<file path="config.mk">
export PLATFORM = sky130hd
export DESIGN_NAME = fe_fetch_buffer
export DESIGN_NICKNAME = d
export VERILOG_FILES = /design/src/rtl/fe_pkg.sv /design/src/rtl/fe_fifo_ring.sv /design/src/rtl/fe_fetch_buffer.sv
export SDC_FILE = /design/constraint.sdc
export NUM_CORES = 1
export LEC_CHECK = 0
export ABC_AREA = 1
export BUFFER_PORTS_ARGS = -buffer_cell sky130_fd_sc_hd__buf_2
export CORE_UTILIZATION = 55
export CTS_CLUSTER_SIZE = 8
export DETAILED_ROUTE_END_ITERATION = 8
export PLACE_DENSITY_LB_ADDON = 0.05
export SLEW_MARGIN = 0
export SYNTH_ARGS = -nofsm -noshare
export SYNTH_HDL_FRONTEND = slang
export SYNTH_SLANG_ARGS = --single-unit
</file>
<file path="constraint.sdc">
create_clock -name clk -period 9.61 [get_ports clk]
set_input_delay 0.961 -clock clk [delete_from_list [all_inputs] [get_ports clk]]
set_output_delay 0.961 -clock clk [all_outputs]
set_load 0.05 [all_outputs]
</file>
<file path="src/rtl/fe_pkg.sv">
// Shared types and defaults for the front-end fetch buffer.
// fe_entry_t is the default-width buffer entry. fe_fifo_ring takes the entry
// type as a type parameter, so the top can use non-default widths.
package fe_pkg;

    localparam int FE_FBUF_DEPTH_DEFAULT = 4;
    localparam int FE_PC_W_DEFAULT       = 64;
    localparam int FE_INST_W_DEFAULT     = 32;

    typedef struct packed {
        logic [FE_PC_W_DEFAULT-1:0]   pc;
        logic [FE_INST_W_DEFAULT-1:0] inst;
        logic                         fault;
    } fe_entry_t;

endpackage

</file>
<file path="src/rtl/fe_fifo_ring.sv">
// Ring-buffer storage for fetch entries.
// The write and read pointers wrap naturally. count tells full from empty.
// clear takes priority over push and pop.
// head is zero whenever the ring is empty, so an empty or reset buffer
// presents all-zero decode fields.
module fe_fifo_ring
    import fe_pkg::*;
#(
    parameter int  DEPTH   = FE_FBUF_DEPTH_DEFAULT,
    parameter type entry_t = fe_entry_t
) (
    input  logic                         clk,
    input  logic                         rst_n,
    input  logic                         push,
    input  entry_t                       push_data,
    input  logic                         pop,
    input  logic                         clear,
    output entry_t                       head,
    output logic [$clog2(DEPTH+1)-1:0]   count
);

    localparam int PW = $clog2(DEPTH);
    localparam int CW = $clog2(DEPTH+1);

    entry_t        mem [DEPTH];
    logic [PW-1:0] wr_ptr;
    logic [PW-1:0] rd_ptr;

    // Entry storage: write at the tail. The caller never pushes while clearing or full.
    always_ff @(posedge clk) begin
        if (push) begin
            mem[wr_ptr] <= push_data;
        end
    end

    // Pointer and occupancy bookkeeping.
    always_ff @(posedge clk or negedge rst_n) begin
        if (!rst_n) begin
            wr_ptr <= '0;
            rd_ptr <= '0;
            count  <= '0;
        end else if (clear) begin
            wr_ptr <= '0;
            rd_ptr <= '0;
            count  <= '0;
        end else begin
            if (push) begin
                wr_ptr <= wr_ptr + PW'(1);
            end
            if (pop) begin
                rd_ptr <= rd_ptr + PW'(1);
            end
            count <= count + CW'(push) - CW'(pop);
        end
    end

    // The head comes from registered storage. It is zero while the ring is empty.
    always_comb begin
        head = '0;
        if (count != '0) begin
            head = mem[rd_ptr];
        end
    end

endmodule

</file>
<file path="src/rtl/fe_fetch_buffer.sv">
// Fetch buffer between the I$ response port and decode.
// Issue credit: alloc_ok counts buffered entries plus live (not-to-be-dropped)
// outstanding requests, so every live response is guaranteed a slot.
// Flush: everything still in flight is marked for discard.
// Optional build macro FE_FBUF_PERF_EN enables the saturating drop_total counter.
// Handshakes: a transfer happens on a cycle where valid && ready is high at
// the rising clock edge. Neither ready depends combinationally on the
// partner's valid. rsp_ready and alloc_ok come from registered state only.
module fe_fetch_buffer
    import fe_pkg::*;
#(
    parameter int DEPTH  = FE_FBUF_DEPTH_DEFAULT,
    parameter int PC_W   = FE_PC_W_DEFAULT,
    parameter int INST_W = FE_INST_W_DEFAULT
) (
    input  logic                         clk,
    input  logic                         rst_n,
    input  logic                         req_issue,
    output logic                         alloc_ok,
    input  logic                         rsp_valid,
    input  logic [PC_W-1:0]              rsp_pc,
    input  logic [INST_W-1:0]            rsp_inst,
    input  logic                         rsp_fault,
    output logic                         rsp_ready,
    input  logic                         flush,
    output logic                         dec_valid,
    output logic [PC_W-1:0]              dec_pc,
    output logic [INST_W-1:0]            dec_inst,
    output logic                         dec_fault,
    input  logic                         dec_ready,
    output logic [$clog2(DEPTH+1)-1:0]   count,
    output logic [31:0]                  drop_total
);

    localparam int CW = $clog2(DEPTH+1);
    // One extra bit of headroom for the outstanding/drop counters.
    localparam int OW = CW + 1;

    typedef struct packed {
        logic [PC_W-1:0]   pc;
        logic [INST_W-1:0] inst;
        logic              fault;
    } fbuf_entry_t;

    logic [OW-1:0] out_q;
    logic [OW-1:0] drop_q;
    logic [OW-1:0] out_next;
    logic [OW-1:0] live_pending;
    logic [OW:0]   load;
    logic          rsp_fire;
    logic          discard;
    logic          push;
    logic          pop;
    fbuf_entry_t   push_data;
    fbuf_entry_t   head;

    // Accept control: while drops are pending, responses are always taken and thrown away.
    always_comb begin
        rsp_ready    = (drop_q != '0) || (count < CW'(DEPTH));
        rsp_fire     = rsp_valid && rsp_ready;
        discard      = rsp_fire && (flush || (drop_q != '0));
        push         = rsp_fire && !discard;
        pop          = dec_valid && dec_ready && !flush;
        out_next     = out_q + OW'(req_issue) - OW'(rsp_fire);
        live_pending = out_q - drop_q;
        load         = (OW+1)'(count) + (OW+1)'(live_pending);
        alloc_ok     = load < (OW+1)'(DEPTH);
        push_data    = '{pc: rsp_pc, inst: rsp_inst, fault: rsp_fault};
    end

    // Outstanding and drop counters. A flush turns everything in flight,
    // including a request issued in the same cycle, into pending drops.
    always_ff @(posedge clk or negedge rst_n) begin
        if (!rst_n) begin
            out_q  <= '0;
            drop_q <= '0;
        end else begin
            out_q <= out_next;
            if (flush) begin
                drop_q <= out_next;
            end else if (rsp_fire && (drop_q != '0)) begin
                drop_q <= drop_q - OW'(1);
            end
        end
    end

    fe_fifo_ring #(
        .DEPTH   (DEPTH),
        .entry_t (fbuf_entry_t)
    ) u_ring (
        .clk       (clk),
        .rst_n     (rst_n),
        .push      (push),
        .push_data (push_data),
        .pop       (pop),
        .clear     (flush),
        .head      (head),
        .count     (count)
    );

    // Decode side sees only registered head storage.
    always_comb begin
        dec_valid = (count != '0);
        dec_pc    = head.pc;
        dec_inst  = head.inst;
        dec_fault = head.fault;
    end

`ifdef FE_FBUF_PERF_EN
    logic [31:0] drop_cnt;

    // Saturating count of discarded responses.
    always_ff @(posedge clk or negedge rst_n) begin
        if (!rst_n) begin
            drop_cnt <= '0;
        end else if (discard && (drop_cnt != 32'hFFFF_FFFF)) begin
            drop_cnt <= drop_cnt + 32'd1;
        end
    end

    assign drop_total = drop_cnt;
`else
    assign drop_total = '0;
`endif

    // Protocol and invariant checks.
    a_issue_credit: assert property (@(posedge clk) disable iff (!rst_n) !(req_issue && !alloc_ok));
    a_out_bound:    assert property (@(posedge clk) disable iff (!rst_n) out_q <= OW'(DEPTH));
    a_drop_bound:   assert property (@(posedge clk) disable iff (!rst_n) drop_q <= out_q);
    a_no_orphan:    assert property (@(posedge clk) disable iff (!rst_n) !(rsp_valid && (out_q == '0)));

endmodule

</file>
* After elaboration in Yosys (flattened, before gate mapping)
Memories as Yosys holds them, arrays and structs flattened. Cells that the tools add are included.
Cells by class: add/subtract/negate cells 9, order comparisons 2, multiplexer cells 10, reduce and logical (&&, ||, !) cells 15
Operators with widths (count):
- $mux W97 | 1
- $mux W2 | 4
- $mux W4 | 2
- $logic_and A1 B1 Y1 | 6
- $reduce_bool A2 Y1 | 3
- $add A3 B4 Y5 | 1
- $lt A5 B3 Y1 const B | 1
- $add A2 B1 Y2 const B | 2
- $add A4 B1 Y4 | 1
- $reduce_bool A4 Y1 | 1
- $sub A4 B1 Y4 | 1
- $sub A4 B1 Y4 const B | 1
- $sub A4 B4 Y4 | 1
- $add A3 B1 Y3 | 1
- $lt A3 B3 Y1 const B | 1
- $mux W3 | 1
- $reduce_bool A3 Y1 | 1
- $sub A3 B1 Y3 | 1
- $logic_not A1 Y1 | 2
- $logic_or A1 B1 Y1 | 2
- $mux W1 | 2
Storage, ports and cells: register bits after elaboration 15, bits in writable memories 388, output and inout bits 135, word-level logic and storage cells 42, memories 1
Memory list:
- u_ring.mem | depth 4, bits a word 97, rd ports 1, clocked after Yosys merged registers in 0, write ports 1, RTL line fe_fifo_ring.sv:25 | entry_t mem [DEPTH];

* Logic depth before layout (Yosys ltp)
word-level depth 9, mapped depth 15

* By module
A second synthesis with hierarchy kept.
Second synthesis, totals: cell total of the unflattened synthesis 1712, area, all modules 17872.1 um^2
By module, submodules not included:
- fe_fifo_ring | instances 1, cells each 1582, area an instance 16897.5 um^2
- fe_fetch_buffer | instances 1, cells each 130, area an instance 974.7 um^2

* Worst setup path after synthesis
No wires, ideal clock.
path kind in2reg, start point in flush, end point mem u_ring.mem[0][0] (netlist name), enable pin, library setup time 553 ps, arrival 5409 ps, required time 9057 ps, slack 3648 ps, stages on the path 4, path buffers 1, cell sequence buf_2 -> nor2_2 -> inv_1 -> nor2_1
Between the ends: longest elaborated chain between the ends 6
RTL lines:
- start, declared | RTL line fe_fetch_buffer.sv:25 | input logic flush,
- $logic_or A1 B1 Y1 | RTL line fe_fetch_buffer.sv:61 | discard = rsp_fire && (flush || (drop_q != '0));
- $logic_and A1 B1 Y1 | RTL line fe_fetch_buffer.sv:61
- $logic_not A1 Y1 | RTL line fe_fetch_buffer.sv:62 | push = rsp_fire && !discard;
- $logic_and A1 B1 Y1 | RTL line fe_fetch_buffer.sv:62
- $mux W1 | RTL line fe_fifo_ring.sv:31 | if (push) begin
- $mux W1 (not written as such) | RTL line fe_fifo_ring.sv:32 | mem[wr_ptr] <= push_data;
- end, declared | RTL line fe_fifo_ring.sv:25
No other way between the ends.

* Worst setup path after layout
start point reg u_ring.rd_ptr[0], end point out dec_inst[2]
Between the ends: longest elaborated chain between the ends 2
RTL lines:
- start, declared | RTL line fe_fifo_ring.sv:27 | logic [PW-1:0] rd_ptr;
- start signal, assigned | RTL line fe_fifo_ring.sv:51 | rd_ptr <= rd_ptr + PW'(1);
- $mem_v2 Z4 W97
- $mux W97 | RTL line fe_fifo_ring.sv:60 | if (count != '0) begin
- end, declared | RTL line fe_fetch_buffer.sv:28 | output logic [INST_W-1:0] dec_inst,
No other way between the ends.

==> metrics.cfg <==
[critical_path]
worst_setup_path_end_kind=primary output
crit_type=reg -> out
r2r-start=drop_q[1]
rr_endpoint=u_ring.mem[2][23]
cp_data_required_time_ps=8650
crit_fanout=119
startpoint=u_ring.rd_ptr[0]
crit_arrival_ps=3690
regToRegSetupSlack_ps=6090
crit_end=dec_inst[2]
reg2reg_depth=9
crit_path_start_kind=register

[min_path]
hp-class=in -> async

[timing]
hold_viol=0
rsz0062_at_grt=no
final_max_slew_viol_count=0
tns_ps=0
slew_headroom=0.305
skew_ps=12.9
tightest_slew_ps=1040
worst_slack_ps=4960
period_minus_slack_ps=4650
setup_viol=0
max_freq_ghz=0.215
layout_worst_path_cycle_share=0.484

[place]
gp_congestion=0.776
hpwl_um=18100
place.port_buffers=205
place_ws_ps=5500

[power]
peakVddDrop_mv=0.152
total_leakage_power_nw=7.09
clock_power_share=0.305
p_switching_mw=2.11
p_seq_frac=0.373
share_comb_of_total_power=0.322
cellInternalPower_mw=3.42
swShare=0.381
power_density_mw_per_mm2=291

[clock_network]
h-tree-depth=2
cts.clk_slew.worst_paths_ps=50
clk_path_buf_depth=3
cts_resized=0
cts_made_buffers=56
cts_tree=built
root_buffer=clkbuf_16
clock-sinks=403
clock_latency_ps=550
holdBufCountCts=0
cts_setup_buffers=0

[routing]
routed-via-count=10175
firstDrtPassIters=4
wl_per_cell_um=17.5
drc=0
ant_nets=0
vias_per_cell=5.30
wl_um=33700
drt_iter0_markers=738

[floorplanning]
die_h_um=175
initial_utilization=0.564
core_area_sq_mm=0.0290
die_area_sq_mm=0.0305
io_pins=238
fp-row-count=62
dieWidth_um=175

[layout]
final_nets=1645
fin_util=0.654
area_delta_synth_final_pct=16.0
drive_gt1_frac=0.189
nFillCells=2163

[grt]
grt_max_degree=120
grt_pass1_wl_um=52200
antenna_found_initial=9
grt_usage=0.222
grt_pass1_vias=9534
grt-ovfl-total=0

[logic_synthesis]
async_flop_share=0.0372
ys.flop_type=edfxtp_1
ys_types=28
synthDominantCellAreaShare=0.712
synth_area_per_cell_sq_um=12.4
synth_enable_flop_cells=388
netlist_top_cells_area=edfxtp_1 (71%), nor2_1 (9.2%), o21ai_0 (3.1%), a21oi_1 (3.1%), o21ai_1 (3.1%)
syn_inst=1321
synth.yosys.warnings=0
seq_area_frac_synth=0.735
syn-cell-area_sq_mm=0.0164
synth_top_cell_by_area=edfxtp_1
synth-seq-cells=403

[run_status]
outcome=completed

[job]
max_cap_violations=0

-- flip-flops by register name, indices dropped and copies added, names as in the netlist --
register       flops
u_ring.rd_ptr      2
u_ring.mem       388
u_ring.count       3
u_ring.wr_ptr      2
out_q              4
drop_q             4
-- per-stage QoR --
stage	power [mW]	cells	hold slack (ps)	cell area (sq um)
finish	5.53	1921	313	19000
detailed placement	3.88	1848	623	17500
global route	5.79	1918	331	19000
global placement	3.86	1848	618	17500
CTS	5.57	1916	304	19000
floorplan	3.50	1352	569	16500
-- kinds of logic after synthesis --
group	after synthesis	synth area share
compound gates	306	0.0937
simple gates	445	0.104
other cells	1	0.000229
xor+xnor	4	0.00214
fa+ha+maj	20	0.0167
flops	403	0.735
buf+inv	142	0.0486
-- power groups by stage --
stage	Combinational (mW)	Sequential, mW	Clock, mW
2_1_floorplan	1.45	2.05	0
3_3_place_gp	1.77	2.09	0
3_5_place_dp	1.79	2.09	0
4_1_cts	1.80	2.06	1.72
5_1_grt	1.93	2.07	1.79
6_report	1.78	2.06	1.69
-- metal layers --
| metal | track usage | wire length (um) |
|---|---|---|
| met3 | 0.0663 | 2590 |
| met5 | 0 | 61 |
| met1 | 0.299 | 14400 |
| met4 | 0.0594 | 524 |
| met2 | 0.355 | 16100 |
-- cells in the final DEF (no fill, tap or decap), types with 2 or more instances in the layout --
cell type  Yosys  layout
fa_1           3       3
xor2_1         2       2
diode_2        0       5
o21ai_0      103     103
buf_4         53      14
xnor2_1        2       2
buf_2         11     205
clkbuf_1      25       9
nor2_4         0       5
dfrtp_4        0       2
nand3_1        7       7
clkbuf_16      0      57
and2_1         2       2
inv_1         32      32
a21oi_1      102     102
o21ai_1      100     100
nor2_1       403     399
dfrtp_1       15      13
nand2_1       27      27
ha_1          17      17
edfxtp_1     388     388
conb_1         1      32
-- critical path: stages, from the launching register on --
cell and delay [ps]:
dfrtp_4 810, inv_6 810, buf_4 710, o21ai_0 200, a21oi_1 230, buf_2 300
-- cell type report --
type | count | area (sq um) | area share
Sequential cell | 403 | 12000 | 0.634
Multi-Input combinational cell | 807 | 3690 | 0.195
Clock buffer | 66 | 1460 | 0.0769
Timing Repair Buffer | 219 | 1130 | 0.0596
Tap cell | 384 | 480 | 0.0253
Inverter | 35 | 138 | 0.00725
Clock inverter | 2 | 27.5 | 0.00145
Antenna cell | 5 | 12.5 | 0.000659
-- worst min path at each step --
stage                     startpoint        end  slack [ps]
after floorplan            drop_q[0]  drop_q[0]         570
after global placement     drop_q[3]  drop_q[3]         620
after detailed placement   drop_q[3]  drop_q[3]         620
after CTS                      rst_n  drop_q[0]         300
after global routing           rst_n  drop_q[0]         330
final                          rst_n  drop_q[0]         310
-- synthesized netlist by cell type, drive strengths merged, types with 2 or more instances --
| cell type | instances |
|---|---|
| a21oi | 102 |
| and2 | 2 |
| buf | 68 |
| clkbuf | 39 |
| dfrtp | 15 |
| edfxtp | 388 |
| fa | 3 |
| ha | 17 |
| inv | 35 |
| nand2 | 27 |
| nand3 | 7 |
| nor2 | 405 |
| o21ai | 203 |
| xnor2 | 2 |
| xor2 | 2 |
Power figures use the tool's default switching activity.
